<file path="src/rtl/tlm_burst_streamer.sv">
// Buffers one DEPTH-beat payload from a loader, then replays it over valid/ready, BURST_NUM times per run.
// Optional load checksum outputs are enabled by defining TLM_BURST_STREAMER_CSUM_EN.
module tlm_burst_streamer #(
  parameter int ITEM_WIDTH = 8,
  parameter int CHANNELS   = 2,
  parameter int DEPTH      = 100,
  parameter int BURST_NUM  = 5
) (
  input  logic                                 clk_i,
  input  logic                                 reset_i,
  input  logic                                 start_i,
  input  logic                                 load_valid_i,
  output logic                                 load_ready_o,
  input  logic [CHANNELS*ITEM_WIDTH-1:0]       load_data_i,
  output logic                                 out_valid_o,
  input  logic                                 out_ready_i,
  output logic [CHANNELS*ITEM_WIDTH-1:0]       out_data_o,
  output logic                                 out_last_o,
  output logic [$clog2(BURST_NUM+1)-1:0]       burst_cnt_o,
  output logic                                 busy_o,
  output logic                                 done_o
`ifdef TLM_BURST_STREAMER_CSUM_EN
  ,
  output logic [ITEM_WIDTH-1:0]                csum_o,
  output logic                                 csum_valid_o
`endif
);

  localparam int DW = CHANNELS * ITEM_WIDTH;
  localparam int PW = (DEPTH > 1) ? $clog2(DEPTH) : 1;
  localparam int CW = $clog2(BURST_NUM + 1);
  localparam logic [PW-1:0] LAST_PTR = PW'(DEPTH - 1);
  localparam logic [CW-1:0] LAST_CNT = CW'(BURST_NUM);

  typedef enum logic [1:0] {
    IDLE   = 2'd0,
    LOAD   = 2'd1,
    STREAM = 2'd2,
    DONE   = 2'd3
  } state_t;

  state_t          state;
  state_t          state_next;
  logic [DW-1:0]   mem [DEPTH];
  logic [PW-1:0]   wr_ptr;
  logic [PW-1:0]   rd_ptr;
  logic [CW-1:0]   burst_inc;
  logic            load_fire;
  logic            out_fire;
  logic            last_fire;
  logic            present;

  assign load_fire = load_valid_i && load_ready_o;
  assign out_fire  = out_valid_o && out_ready_i;
  assign last_fire = out_fire && out_last_o;
  assign burst_inc = burst_cnt_o + CW'(1);
  // A new beat is presented on stream entry (nothing valid yet) or right after a non-final transfer.
  assign present   = (state == STREAM) && (!out_valid_o || out_ready_i) && !last_fire;

  always_comb begin
    state_next   = state;
    load_ready_o = 1'b0;
    busy_o       = 1'b0;
    done_o       = 1'b0;
    unique case (state)
      IDLE: begin
        if (start_i) state_next = LOAD;
      end
      LOAD: begin
        load_ready_o = 1'b1;
        busy_o       = 1'b1;
        if (load_fire && (wr_ptr == LAST_PTR)) state_next = STREAM;
      end
      STREAM: begin
        busy_o = 1'b1;
        if (last_fire) state_next = (burst_inc == LAST_CNT) ? DONE : LOAD;
      end
      DONE: begin
        done_o = 1'b1;
        if (start_i) state_next = LOAD;
      end
      default: state_next = IDLE;
    endcase
  end

  always_ff @(posedge clk_i or posedge reset_i) begin
    if (reset_i) begin
      state       <= IDLE;
      wr_ptr      <= '0;
      rd_ptr      <= '0;
      out_valid_o <= 1'b0;
      out_data_o  <= '0;
      out_last_o  <= 1'b0;
      burst_cnt_o <= '0;
    end else begin
      state <= state_next;
      if (load_fire) wr_ptr <= (wr_ptr == LAST_PTR) ? '0 : wr_ptr + PW'(1);
      if (present) begin
        out_valid_o <= 1'b1;
        out_data_o  <= mem[rd_ptr];
        out_last_o  <= (rd_ptr == LAST_PTR);
        rd_ptr      <= (rd_ptr == LAST_PTR) ? '0 : rd_ptr + PW'(1);
      end else if (last_fire) begin
        out_valid_o <= 1'b0;
        out_last_o  <= 1'b0;
      end
      if (last_fire) begin
        burst_cnt_o <= burst_inc;
      end else if ((state == DONE) && start_i) begin
        burst_cnt_o <= '0;
      end
    end
  end

  // Payload storage is deliberately left out of reset.
  always_ff @(posedge clk_i) begin
    if (load_fire) mem[wr_ptr] <= load_data_i;
  end

`ifdef TLM_BURST_STREAMER_CSUM_EN
  logic [ITEM_WIDTH-1:0] csum_acc;
  logic [ITEM_WIDTH-1:0] beat_xor;
  logic                  enter_load;

  assign enter_load = (state_next == LOAD) && (state != LOAD);

  always_comb begin
    beat_xor = '0;
    for (int c = 0; c < CHANNELS; c++) begin
      beat_xor = beat_xor ^ load_data_i[c*ITEM_WIDTH +: ITEM_WIDTH];
    end
  end

  always_ff @(posedge clk_i or posedge reset_i) begin
    if (reset_i) begin
      csum_acc     <= '0;
      csum_o       <= '0;
      csum_valid_o <= 1'b0;
    end else begin
      csum_valid_o <= 1'b0;
      if (enter_load) begin
        csum_acc <= '0;
      end else if (load_fire) begin
        csum_acc <= csum_acc ^ beat_xor;
        if (wr_ptr == LAST_PTR) begin
          csum_o       <= csum_acc ^ beat_xor;
          csum_valid_o <= 1'b1;
        end
      end
    end
  end
`endif

endmodule

</file>
<file path="config.mk">
export PLATFORM = sky130hd
export DESIGN_NAME = tlm_burst_streamer
export DESIGN_NICKNAME = d
export VERILOG_FILES = /design/src/rtl/tlm_burst_streamer.sv
export SDC_FILE = /design/constraint.sdc
export NUM_CORES = 2
export LEC_CHECK = 0
export ABC_CLOCK_PERIOD_IN_PS = 3500
export CORE_UTILIZATION = 35
export CTS_BUF_LIST = sky130_fd_sc_hd__clkbuf_4
export CTS_CLUSTER_DIAMETER = 80
export DETAILED_ROUTE_END_ITERATION = 12
export GPL_TIMING_DRIVEN = 0
export PLACE_DENSITY = 0.54
export SYNTH_ARGS = -nofsm -noshare
export SYNTH_HDL_FRONTEND = slang
export SYNTH_SLANG_ARGS = --single-unit
</file>
<file path="constraint.sdc">
create_clock -name clk_i -period 3.5 [get_ports clk_i]
set_input_delay 0.525 -clock clk_i [delete_from_list [all_inputs] [get_ports clk_i]]
set_output_delay 0.525 -clock clk_i [all_outputs]
set_load 0.005 [all_outputs]
</file>
==> flow_summary.yaml <==
setup_path:
  end_kind: "register"
  startpoint_type: "register"
  path_common_cell: "buf_12"
  rrSetupSlack_ns: -0.14
  timing.rr.start: "rd_ptr[1]$_DFFE_PP0P_"
  crit_fanout: 10
  crit_required_ns: 4.70
  worstPathCellList: "buf_6 > buf_12 > buf_8 > buf_12 > buf_12 > buf_8 > mux4_2 > mux2i_4 > nor3_1 > nor4_4 > a32oi_2"
  rr_endpoint: "out_data_o[2]$_DFFE_PP0P_"
  crit_path_top_delay_cell: "nor4_4"
  r2r_cells: 11
  critPathArrivalTime_ns: 4.84
  worst_path_largest_cell_delay_ns: 0.53
  path_class: "register to register"
floorplanning:
  die_area_um2: 183000
  die_x_um: 428
  initial_core_util: 0.352
  die_y_um: 428
  coreArea_um2: 181000
  rows: 156
  io_pins: 45
drt:
  wire_per_inst_um: 38.1
  drtPass1Iterations: 11
  vias: 37142
  drc: 2
  drt_wl_total_um: 242000
  drt-initial-drc-count: 5347
  avgViaCountPerCell: 5.85
  antenna_left: 0
timing:
  finalCriticalPeriod_ns: 3.64
  relSlewSlack: 0.00704
  clock.fmax_mhz: 275
  skew_ns: 0.157
  final_max_slew_viol_count: 0
  hold_violations: 0
  setup_tns_ns: -1.09
  worst_pin_slew_ns: 1.49
  rsz0062_at_grt: "false"
  period_share: 1.04
  setup_violations: 35
  worst_slack_ns: -0.136
cells_and_area:
  syn_to_final_growth_pct: 20.3
  multiInputGateArea_um2: 14300
  seq_area_um2: 49000
  drive_above_1_share: 0.364
  fin_nets: 3740
  n_fill_cell: 15864
synth:
  synth_xor_area_frac: 0.000826
  syn_nets: 3102
  avgSynthCellArea_um2: 20.7
  synthAdderAreaFrac: 0.00138
  synth_edf_count: 1600
  muxShareOfSynthArea: 0.151
  ys_seq_area_frac: 0.770
  ys_warn_count: 0
  synth_area_um2: 63600
  synthArstFlopShare: 0.0226
  synth_top_family_by_area: "multiplexers"
  synth_top_flop_cell: "edfxtp_1"
  synth_cell_type_count: 67
  synth_compound_area_frac: 0.0325
  synthSimpleGateAreaFrac: 0.0270
  synth_seq_cells: 1637
  syn_inst: 3074
min_path:
  worstHoldStart: "out_ready_i"
  hold_class: "input port to register"
  whs_path_depth: 3
  worst_hold_path.endpoint: "out_last_o$_DFFE_PP0P_"
placement:
  dp_worst_setup_slack_ns: -1.88
  io_buffers: 44
  hpwl_um: 162000
  gp_congestion: 1.02
status:
  status: "finished, violations left"
  violations: "DRC, capacitance limit, setup timing"
power:
  p_switching_mw: 22.8
  ir_drop_mv: 0.475
  power.internal_mw: 37.6
  seqPwrFrac: 0.367
  swShare: 0.378
  cellPowerDensity_nw_per_um2: 789
  pwr-share-comb: 0.364
  p_leak_nw: 24.8
  pwr-share-clk: 0.268
cts:
  clk_latency_ns: 1.40
  cts_root_buffer: "clkbuf_4"
  clkSinkCount: 1637
  path_clk_slew_ns: 0.06
  cts_buffer_depth: 4
  cts_made_buffers: 429
  h-tree-depth: 5
  cts_tree: "done"
global_route:
  grt_max_degree: 89
  antenna_found_initial: 17
  grt-ovfl-total: 0
  grt_pass1_wl_um: 321000
  grt_pass1_vias: 36356
  grt_usage: 0.262
flow_run:
  cap_viol_max_count: 1
==> per-stage QoR <==
step,hold slack (ns),utilization,cells,cell area [um2],power (mW)
6_report,0.111,0.424,6353,76500,60.4
5_1_grt,0.0888,0.424,6352,76500,61.5
4_1_cts,0.00303,0.423,6340,76300,59.9
3_5_place_dp,0.525,0.386,5603,69800,42.7
3_3_place_gp,0.524,0.371,5488,67000,42.4
2_1_floorplan,0.487,-,3074,63600,32.1
==> power by group through the flow <==
stage,Combinational [mW],Sequential [mW],Clock [mW]
5_1_grt,22.0,22.2,17.4
3_3_place_gp,19.8,22.7,0
4_1_cts,21.3,22.2,16.4
2_1_floorplan,9.76,22.3,0
6_report,22.0,22.2,16.2
3_5_place_dp,20.1,22.5,0
==> layer usage <==
| metal | track usage | vias to the layer above | part of all wire | wire length, um |
|---|---|---|---|---|
| met4 | 0.144 | 6 | 0.058 | 14000 |
| met1 | 0.338 | 19640 | 0.38 | 91500 |
| met2 | 0.393 | 2591 | 0.45 | 109000 |
| met3 | 0.0826 | 585 | 0.12 | 28000 |
| met5 | 0 | - | 0.00019 | 47 |
| li1 | - | 14320 | - | - |
==> kinds of logic (layout without fill, tap and decap cells) <==
family / after synthesis / after routing
XOR/XNOR: 6 / 6
AND/OR/NAND/NOR: 393 / 393
multiplexers: 544 / 544
flip-flops: 1637 / 1637
other: 0 / 4
adder cells (fa/ha/maj): 7 / 7
AO/OA/AOI/OAI: 300 / 300
buffers and inverters: 187 / 1092
==> sequential cells by signal, indices dropped and copies added (netlist names) <==
signal and count:
wr_ptr 7, out_data_o 16, out_valid_o 1, state 2, out_last_o 1, rd_ptr 7
mem 1600, burst_cnt_o 3
==> critical path: cells and delay by family (launching register included) <==
kind,cells,cell delay [ns]
AO/OA/AOI/OAI,1,0.26
buffers and inverters,6,1.29
flip-flops,1,0.49
multiplexers,2,0.63
AND/OR/NAND/NOR,2,0.65
==> cell type report <==
type,instances,share of cell area
sequential,1637,0.640
multi-input combinational,1250,0.187
clock buffer,636,0.0624
timing repair buffer,213,0.0450
tap,2370,0.0387
buffer,166,0.0218
clock inverter,62,0.00423
inverter,15,0.000785
antenna,4,0.000131
==> layout by cell type (no fill, tap or decap), types with 14 or more instances in the layout <==
cell             instances
clkbuf_2                19
clkinv_1                48
nor2_2                  51
a211oi_1                18
o21ai_0                 27
dlygate4sd3_1           24
buf_12                  38
a22oi_1                 30
mux2i_1                202
buf_8                   69
o221ai_1                20
mux4_2                 323
buf_6                   42
a31oi_1                 14
a21oi_1                 51
clkdlybuf4s50_1         28
clkbuf_4               648
buf_4                   57
buf_2                   14
dfrtp_1                 36
nand3_1                 36
nor2_4                  49
nor2b_1                 14
clkbuf_1                18
nor2_1                  38
buf_16                  56
edfxtp_1              1600
o22ai_1                 33
nand2_1                140
==> how the worst max path moves through the flow <==
stage,to,start,slack [ns],cells after the start
2_1_floorplan,mem[31][0]$_DFFE_PP_,state[1]$_DFFE_PP0P_,0.74,7
3_3_place_gp,out_data_o[8]$_DFFE_PP0P_,rd_ptr[2]$_DFFE_PP0P_,-4.01,8
3_5_place_dp,out_data_o[1]$_DFFE_PP0P_,rd_ptr[4]$_DFFE_PP0P_,-1.88,9
4_1_cts,mem[54][14]$_DFFE_PP_,state[1]$_DFFE_PP0P_,-0.15,8
5_1_grt,out_data_o[0]$_DFFE_PP0P_,rd_ptr[1]$_DFFE_PP0P_,0.004,12
6_report,out_data_o[2]$_DFFE_PP0P_,rd_ptr[1]$_DFFE_PP0P_,-0.14,11
==> synthesized netlist by cell type, drive strengths merged (14+ instances only) <==
cell,number,share of area
nand2,140,0.0083
nor3,15,0.0012
buf,115,0.013
a21oi,60,0.0047
nand3,37,0.0029
clkbuf,57,0.0034
mux2i,209,0.033
o221ai,22,0.0030
o21ai,36,0.0028
edfxtp,1600,0.76
o22ai,35,0.0034
a22oi,31,0.0037
a31oi,14,0.0014
nor2,138,0.0081
mux4,329,0.12
inv,15,0.00088
a211oi,23,0.0027
nor2b,18,0.0018
dfrtp,37,0.015
==> what timing repair did <==
action / CTS / global route
buffers inserted: 20 / 10
gates resized for setup: 272 / 38
hold buffers: 24 / 0
endpoints found under the hold margin: 1643 / 0
endpoints found under the setup margin: 542 / 163
pin swaps: 17 / 9
Power figures use the tool's default switching activity.
